### config.mk
export PLATFORM = sky130hd
export DESIGN_NAME = shiftadd_issue_ctrl
export DESIGN_NICKNAME = d
export VERILOG_FILES = /design/src/rtl/shiftadd_issue_ctrl.sv
export SDC_FILE = /design/constraint.sdc
export NUM_CORES = 1
export LEC_CHECK = 0
export ABC_AREA = 1
export CORE_MARGIN = 5
export CORE_UTILIZATION = 42
export DETAILED_ROUTE_END_ITERATION = 8
export PLACE_DENSITY_LB_ADDON = 0.12
export SETUP_SLACK_MARGIN = 0.15
export SYNTH_ARGS = -nofsm -noshare
export SYNTH_HDL_FRONTEND = slang
export SYNTH_SLANG_ARGS = --single-unit
### constraint.sdc
create_clock -name clk -period 1.75 [get_ports clk]
set_input_delay 0.175 -clock clk [delete_from_list [all_inputs] [get_ports clk]]
set_output_delay 0.175 -clock clk [all_outputs]
set_load 0.05 [all_outputs]
### src/rtl/shiftadd_issue_ctrl.sv
// Issue/collect controller for the 16x16 shift-add multiplier; result valid MUL_LAT+1 edges after accept.
// Backpressure: one pair in flight; in_ready low until the result is taken with out_valid&&out_ready.
module shiftadd_issue_ctrl #(
  parameter int MUL_LAT = 17,
  parameter int FRAC    = 8,
  parameter int ROUND   = 1
) (
  input  logic        clk,
  input  logic        reset,
  input  logic        in_valid,
  output logic        in_ready,
  input  logic [15:0] in_a,
  input  logic [15:0] in_b,
  output logic [15:0] mul_a,
  output logic [15:0] mul_b,
  output logic        mul_load,
  input  logic [31:0] mul_p,
  output logic        out_valid,
  input  logic        out_ready,
  output logic [31:0] out_p,
  output logic [15:0] out_q,
  output logic        out_sat,
  output logic        busy
);

  localparam int CW  = $clog2(MUL_LAT + 1);
  localparam int RSH = (FRAC > 0) ? FRAC - 1 : 0;
  localparam logic signed [32:0] RND =
    (ROUND != 0 && FRAC > 0) ? (33'sd1 <<< RSH) : 33'sd0;

  typedef enum logic [1:0] {IDLE, LOAD, WAIT, DONE} state_t;

  state_t             state, state_nxt;
  logic [CW-1:0]      cnt;
  logic signed [32:0] t_sum;
  logic signed [32:0] s_shr;
  logic [15:0]        q_nxt;
  logic               sat_nxt;

  // The multiplier's magnitude path cannot represent +32768, so -32768 is nudged to -32767.
  function automatic logic [15:0] clamp_op(input logic [15:0] v);
    return (v == 16'h8000) ? 16'h8001 : v;
  endfunction

  always_ff @(posedge clk or negedge reset) begin
    if (!reset) state <= IDLE;
    else        state <= state_nxt;
  end

  always_comb begin
    state_nxt = state;
    case (state)
      IDLE:    if (in_valid) state_nxt = LOAD;
      LOAD:    state_nxt = WAIT;
      WAIT:    if (cnt == '0) state_nxt = DONE;
      DONE:    if (out_ready) state_nxt = IDLE;
      default: state_nxt = IDLE;
    endcase
  end

  always_comb begin
    in_ready  = reset && (state == IDLE);
    mul_load  = (state == LOAD);
    out_valid = (state == DONE);
    busy      = (state != IDLE);
  end

  always_comb begin
    t_sum   = $signed({mul_p[31], mul_p}) + RND;
    s_shr   = t_sum >>> FRAC;
    q_nxt   = s_shr[15:0];
    sat_nxt = 1'b0;
    if (s_shr > 33'sd32767) begin
      q_nxt   = 16'h7FFF;
      sat_nxt = 1'b1;
    end else if (s_shr < -33'sd32768) begin
      q_nxt   = 16'h8000;
      sat_nxt = 1'b1;
    end
  end

  // Operands stay frozen from accept through capture: the multiplier reads live sign bits.
  always_ff @(posedge clk or negedge reset) begin
    if (!reset) begin
      cnt     <= '0;
      mul_a   <= '0;
      mul_b   <= '0;
      out_p   <= '0;
      out_q   <= '0;
      out_sat <= 1'b0;
    end else begin
      case (state)
        IDLE: if (in_valid) begin
          mul_a <= clamp_op(in_a);
          mul_b <= clamp_op(in_b);
        end
        LOAD: cnt <= CW'(MUL_LAT - 1);
        WAIT: if (cnt == '0) begin
          out_p   <= mul_p;
          out_q   <= q_nxt;
          out_sat <= sat_nxt;
        end else begin
          cnt <= cnt - CW'(1);
        end
        default: ;
      endcase
    end
  end

endmodule

==> results.md, run 1 <==
* most frequent standard cell in the layout excluding fill and tap cells: sky130_fd_sc_hd__nand2_1
* n_diodes: 0
* Die Span Y: 116 µm
* cell types occupying the most area after synthesis: sky130_fd_sc_hd__dfrtp_1, sky130_fd_sc_hd__nand2_1, sky130_fd_sc_hd__nand3_2
* number of clock sinks: 88
* Filler Cell Count: 899
* routed via count: 4595
* number of pins with negative max-slew slack in the final report: 0
* leak pwr: 3.77 nW
* source-to-sink clock delay at the later pin of the worst-skew pair: 0.37 ns
* drt first-iter violations: 215
* portion of the post-synthesis area used by sequential elements: 46.9%
* most frequent cells in the layout: sky130_fd_sc_hd__nand2_1, sky130_fd_sc_hd__buf_4, sky130_fd_sc_hd__dfrtp_1
* I/O pin total: 153
* number of violations of the max-capacitance limit: 0
* depth of the worst register-to-register path: 8
* number of buffer cells added on primary ports: 152
* final period utilization: 88.7%
* HPWL after DPL: 10400 µm
* synthesized area: 0.00469 mm²
* number of buffers added by the clock tree synthesis step: 9
* TNS Setup: 0 ns
* post-route minimum period: 1.55 ns
* clock transition at the registers of the reported paths: 0.10 ns
* leftover overflow at the end of global routing: 0
* synthesized area per cell: 7.95 µm²
* library cell used as clock root buffer: sky130_fd_sc_hd__clkbuf_8
* GR Util All Layers: 21.0%
* worst hold path type: primary input to flip-flop
* worst path arrival time: 1.38 ns
* launching element type of the critical path: flip-flop
* run status: finished clean
* category of the critical setup timing path: flip-flop to output port
* slew of the pin with the lowest slew margin: 0.545 ns
* Remaining DRCs: 0
* number of hold violations in the final report: 0
* total number of yosys warnings: 0
* net total in the final layout: 883
* maximum number of pins on one net before global-route repair: 89
* fraction of synthesized cell area taken by the top area cell type: 46.9%
* H-tree level count: 3
* Final Util: 66.0%
* wire length of the first global-routing pass: 22300 µm
* launch instance of the worst min-delay path: mul_p[21]
* max frequency: 0.644 GHz
* area of the placeable core: 0.0109 mm²
* Synth area leader: sky130_fd_sc_hd__dfrtp_1
* worst ir drop on vdd: 0.00118 V
* full die area: 0.0134 mm²
* number of antenna violations at the first check in global routing: 0
* remaining max-slew budget at the tightest pin: 63.8%
* synthesized netlist net count: 666
* CP required: 1.57 ns
* area overhead of the layout relative to synthesis: 53.2%
* count of endpoints failing setup in the final report: 0
* row cnt: 38
* width of the die: 116 µm
* Bufs on Longest Clock Path: 2
* Crit. End Element: output port
* final wirelength: 13900 µm
* clock tree from TritonCTS: yes
* Setup Skew: 0.0106 ns
* power per unit of standard cell area: 1740 mW/mm²
* count of cell types in the netlist: 30
* number of instances in the synthesized netlist: 590
* fraction of layout instances using a drive strength above 1: 29.9%
* register bit count reported by yosys: 88
* terminus of the critical flop-to-flop path: out_q[14]
* First-pass DRT Iterations: 6
* Via density: 4.83
* startpoint of the most critical register-to-register path: state[0]
* antenna violation net count after detailed routing: 0
* number of global-route vias before repair: 4696
* RSZ-0062 raised after global routing: true
* routed wirelength normalized by instance count: 14.6 µm
* endpoint of the worst hold path: out_p[21]
* R2R Setup Slk: 0.22 ns
* biggest fanout along the worst timing path: 4
* starting utilization of the core area: 43.1%
* Hold Path Stages: 3
* routability-driven placement congestion ratio: 0.950
[state kept, by name (all words and copies together) (netlist names)]
register / cells
mul_b: 16
mul_a: 16
out_q: 16
out_sat: 1
out_p: 32
cnt: 5
state: 2
[synthesized netlist by cell type]
cell type                  number
sky130_fd_sc_hd__inv_1         47
sky130_fd_sc_hd__xor2_1        14
sky130_fd_sc_hd__ha_1           8
sky130_fd_sc_hd__o22ai_1        1
sky130_fd_sc_hd__clkbuf_1      13
sky130_fd_sc_hd__buf_12         2
sky130_fd_sc_hd__nor3_2         1
sky130_fd_sc_hd__a21oi_1        4
sky130_fd_sc_hd__nor2_4         3
sky130_fd_sc_hd__nand3_4        1
sky130_fd_sc_hd__buf_6          1
sky130_fd_sc_hd__nand3_2       24
sky130_fd_sc_hd__nor2_8         2
sky130_fd_sc_hd__nor4_1         9
sky130_fd_sc_hd__nor3_1         1
sky130_fd_sc_hd__nand2_2        5
sky130_fd_sc_hd__nand2_4        4
sky130_fd_sc_hd__xnor2_1        2
sky130_fd_sc_hd__inv_2          4
sky130_fd_sc_hd__buf_4          1
sky130_fd_sc_hd__nor2_1        33
sky130_fd_sc_hd__nand3b_2       1
sky130_fd_sc_hd__nand2_1      259
sky130_fd_sc_hd__nand3_1       26
sky130_fd_sc_hd__nor2_2         9
sky130_fd_sc_hd__nand4_1        2
sky130_fd_sc_hd__o21ai_0       23
sky130_fd_sc_hd__o221ai_1       1
sky130_fd_sc_hd__xor2_2         1
sky130_fd_sc_hd__dfrtp_1       88
[routing by layer]
| layer | track usage [%] | share of wire (%) | up-vias |
|---|---|---|---|
| li1 | - | - | 2280 |
| met1 | 25.7 | 41 | 2112 |
| met2 | 35.8 | 49 | 168 |
| met3 | 4.23 | 6.8 | 35 |
| met4 | 9.44 | 3.2 | 0 |
| met5 | 0 | 0 | - |
[critical path: stages (launching register included)]
cell and delay [ns]:
sky130_fd_sc_hd__dfrtp_1 0.42, sky130_fd_sc_hd__inv_2 0.12, sky130_fd_sc_hd__ha_2 0.20, sky130_fd_sc_hd__nand2_1 0.05, sky130_fd_sc_hd__inv_1 0.09, sky130_fd_sc_hd__buf_12 0.14
[worst max path at each step]
stage / from / to / slack (ns)
after floorplan: state[1] / cnt[3] / 0.05
after global placement: mul_p[8] / out_sat / -0.54
after detailed placement: mul_p[8] / out_q[2] / -0.61
after CTS: mul_p[9] / out_q[2] / 0.14
after global routing: mul_p[12] / out_sat / 0.12
final: state[1] / in_ready / 0.20
[kinds of logic after synthesis]
logic type      count (synthesis)  share of synthesized area, %
simple gates                  380                          38.0
flops                          88                          46.9
buf+inv                        68                          6.37
compound gates                 29                          3.20
xor+xnor                       17                          3.33
fa+ha+maj                       8                          2.13
[final cells by class]
class / count / area, µm² / area share (%)
clock buffers: 10 / 138 / 1.91
clock inverters: 6 / 77.6 / 1.08
inverters: 51 / 191 / 2.66
multi-input cells: 436 / 2460 / 34.2
flip-flops and latches: 88 / 2200 / 30.6
well taps: 140 / 175 / 2.44
repair buffers: 221 / 1940 / 27.0
[report_power, final]
part	leakage [nW]	total, mW	internal [mW]	switching, mW
sequential	1.04	3.55	3.03	0.521
combinational	2.62	7.47	2.17	5.29
clock	0.110	1.52	0.721	0.795
[metrics by stage]
step / worst slack, ns / hold WS [ns] / instances / power (mW) / area, µm²
finish: 0.198 / 0.0695 / 952 / 12.5 / 7190
global route: 0.122 / 0.0766 / 952 / 13.3 / 7190
CTS: 0.145 / 0.0841 / 945 / 12.6 / 7080
detailed placement: -0.611 / 0.263 / 919 / 11.4 / 6740
global placement: -0.538 / 0.261 / 919 / 11.2 / 6740
floorplan: 0.0548 / -0.121 / 590 / 8.55 / 4710
[repair_timing]
| action | CTS | global route |
|---|---|---|
| pin swaps | 15 | 17 |
| hold endpoints to repair | 88 | 0 |
| cloned | 2 | 0 |
| gates resized for setup | 118 | 66 |
| hold buffers | 1 | 0 |
| buffers inserted | 7 | 7 |
| endpoints found under the setup margin | 78 | 44 |
Note: power is estimated with default switching activity, not from simulation.
==> inputs of run 2 (changes only) <==
--- a/config.mk
+++ b/config.mk
@@ -10,6 +10,7 @@
 export CORE_UTILIZATION = 42
 export DETAILED_ROUTE_END_ITERATION = 8
 export PLACE_DENSITY_LB_ADDON = 0.12
+export REMOVE_ABC_BUFFERS = 1
 export SETUP_SLACK_MARGIN = 0.15
 export SYNTH_ARGS = -nofsm -noshare
 export SYNTH_HDL_FRONTEND = slang
==> run 2 against run 1 <==
Non-clock buffer count unchanged. Hold slack better by 0.024 ns. Register-to-register slack is essentially flat. Largest cell class unchanged. Die area unchanged. Worst setup slack better by 0.0078 ns. Clock power is 4% higher. Flip-flop and latch count unchanged. Combinational power shrank 1%.
==> results.md, run 2 (same netlist as run 1, synthesis figures left out) <==
* Filler Cell Count: 940, was 899
* number of pins with negative max-slew slack in the final report: 0, unchanged
* remaining max-slew budget at the tightest pin: 65.1%, was 63.8%
* Bufs on Longest Clock Path: 2, unchanged
* H-tree level count: 3, unchanged
* area of the placeable core: 0.0109 mm², unchanged
* number of hold violations in the final report: 0, unchanged
* routed via count: 4559, was 4595
* routed wirelength normalized by instance count: 14.7 µm, was 14.6 µm
* leak pwr: 3.74 nW, was 3.77 nW
* Critical Path Most Common Cell: sky130_fd_sc_hd__nand2_1
* cell breakdown of the critical path: dlygate4sd2_1 > nand2_1 > nor2_2 > buf_4 > nand2_1 > nor2_2 > nand2_1 > nand2_1 > nand2_1 > nor2_2 > nand3_4 > nand3_4 > nand3_1, was inv_2 > ha_2 > nand2_1 > inv_1 > buf_12
* wire length of the first global-routing pass: 22600 µm, was 22300 µm
* most frequent cells in the layout: sky130_fd_sc_hd__nand2_1, sky130_fd_sc_hd__buf_4, sky130_fd_sc_hd__dfrtp_1, unchanged
* number of violations of the max-capacitance limit: 0, unchanged
* leftover overflow at the end of global routing: 0, unchanged
* biggest fanout along the worst timing path: 8, was 4
* worst hold path type: primary input to flip-flop, unchanged
* met1 usage in global routing: 27.0%, was 25.7%
* I/O pin total: 153, unchanged
* Remaining DRCs: 0, unchanged
* worst ir drop on vdd: 0.00111 V, was 0.00118 V
* Setup Skew: 0.0148 ns, was 0.0106 ns
* category of the critical setup timing path: primary input to flip-flop, was flip-flop to output port
* power consumption: 12.5 mW, about the same
* final setup margin: 0.206 ns, was 0.198 ns
* net total in the final layout: 883, unchanged
* RSZ-0062 raised after global routing: true, unchanged
* final period utilization: 88.2%, was 88.7%
* final design area excluding fillers: 0.00717 mm², was 0.00719 mm²
* CP required: 1.99 ns, was 1.57 ns
* area overhead of the layout relative to synthesis: 52.8%, was 53.2%
* final wirelength: 14000 µm, was 13900 µm
* DP Worst Slack: -0.626 ns, was -0.611 ns
* maximum number of pins on one net before global-route repair: 89, unchanged
* post-route minimum period: 1.54 ns, was 1.55 ns
* library cell used as clock root buffer: sky130_fd_sc_hd__clkbuf_8, unchanged
* post-placement cell area: 0.00671 mm², was 0.00674 mm²
* count of endpoints failing setup in the final report: 0, unchanged
* First-pass DRT Iterations: 4, was 6
* Via density: 4.79, was 4.83
* M2 GR Usage: 36.6%, was 35.8%
* slew of the pin with the lowest slew margin: 0.525 ns, was 0.545 ns
* GR Util All Layers: 21.1%, was 21.0%
* run status: finished clean, unchanged
* Crit path largest cell delay: 0.28 ns, was 0.42 ns
* n_diodes: 0, unchanged
* launching element type of the critical path: primary input, was flip-flop
* TNS Setup: 0 ns, unchanged
* fraction of layout instances using a drive strength above 1: 29.7%, was 29.9%
* power per unit of standard cell area: 1750 mW/mm², was 1740 mW/mm²
* most frequent standard cell in the layout excluding fill and tap cells: sky130_fd_sc_hd__nand2_1, unchanged
* starting utilization of the core area: 43.1%, unchanged
* Final Util: 65.9%, was 66.0%
* most used routing layer in global routing: met2, unchanged
* number of global-route vias before repair: 4671, was 4696
* worst-path cell with the longest stage delay: sky130_fd_sc_hd__dlygate4sd2_1, was sky130_fd_sc_hd__dfrtp_1
* clock transition at the registers of the reported paths: 0.09 ns, was 0.10 ns
* family with the most delay on the worst path: simple AND/OR/NAND/NOR gates, was flip-flops
* clock tree from TritonCTS: yes, unchanged
* routability-driven placement congestion ratio: 0.883, was 0.950
* number of clock sinks: 88, unchanged
* total buffers and inverters traversed by the critical path: 2, was 3
* number of antenna violations at the first check in global routing: 0, unchanged
* source-to-sink clock delay at the later pin of the worst-skew pair: 0.36 ns, was 0.37 ns
* full die area: 0.0134 mm², unchanged
* HPWL after DPL: 10400 µm, about the same
* Die Span Y: 116 µm, unchanged
* Most flops, register: out_p, unchanged
* max reg flops: 32, unchanged
* worst path arrival time: 1.79 ns, was 1.38 ns
* row cnt: 38, unchanged
* met3 Usage GRT: 3.34%, was 4.23%
* Crit. End Element: flip-flop, was output port
* drt first-iter violations: 255, was 215
* width of the die: 116 µm, unchanged
* number of buffers added by the clock tree synthesis step: 9, unchanged
* antenna violation net count after detailed routing: 0, unchanged
* max frequency: 0.648 GHz, was 0.644 GHz
* number of buffer cells added on primary ports: 152, unchanged
-- run 2: changes by cell type in the layout (fill, tap and decap cells not counted), sizes merged --
cell	previous run	this run
clkbuf	23	25
buf	103	98
inv	53	51
dlygate4sd2	55	63
dlymetal6s2s	3	2
clkinv	3	2
bufinv	1	2
clkdlybuf4s15	4	2
-- run 2: tightest hold or removal path, stage by stage --
cell                       delay [ns]
sky130_fd_sc_hd__clkbuf_2        0.12
sky130_fd_sc_hd__nand2_1         0.08
sky130_fd_sc_hd__nand2_1         0.05
-- run 2: final cells by class --
type / instances / area (µm²) / area share [%]
Clock buffer: 12 / 145 / 2.02
Clock inverter: 4 / 77.6 / 1.08
Inverter: 51 / 191 / 2.67
Multi-Input combinational cell: 436 / 2500 / 34.9
Sequential cell: 88 / 2200 / 30.7
Tap cell: 140 / 175 / 2.44
Timing Repair Buffer: 221 / 1880 / 26.2
-- run 2: path summary, 6_finish.rpt --
path / slack [ns] / start / depth (start not counted) / end
min reg2reg: 0.47 / out_p[14] / 2 / out_p[14]
min: 0.09 / mul_p[19] / 3 / out_p[19]
max reg2reg: 0.22 / state[1] / 10 / cnt[3]
max in group asynchronous: 0.97 / reset / 3 / out_p[16]
min in group asynchronous: 0.39 / reset / 3 / mul_a[2]
max: 0.21 / mul_p[17] / 13 / out_q[0]
-- run 2: where the power goes --
group          internal, mW  switching (mW)
logic                  2.09            5.30
registers              3.03           0.539
clock network         0.850           0.734
total                  5.97            6.57
-- run 2: what timing repair did --
action,4_1_cts,5_1_grt
buffers inserted,2,8
pin swaps,25,25
setup endpoints to repair,77,51
endpoints found under the hold margin,88,0
hold buffers,1,0
resized for setup,130,78
gates cloned,2,0
-- run 2: per-stage QoR --
stage	hold slack (ns)	instances
after global routing	0.108	952
after global placement	0.271	923
after detailed placement	0.270	923
after CTS	0.223	944
final	0.0935	952
after floorplan	-0.121	573
-- run 2: layer usage --
metal	vias to the layer above	wire (µm)
li1	2270	-
met1	2136	5950
met2	139	6950
met3	14	902
met4	0	198
met5	-	0
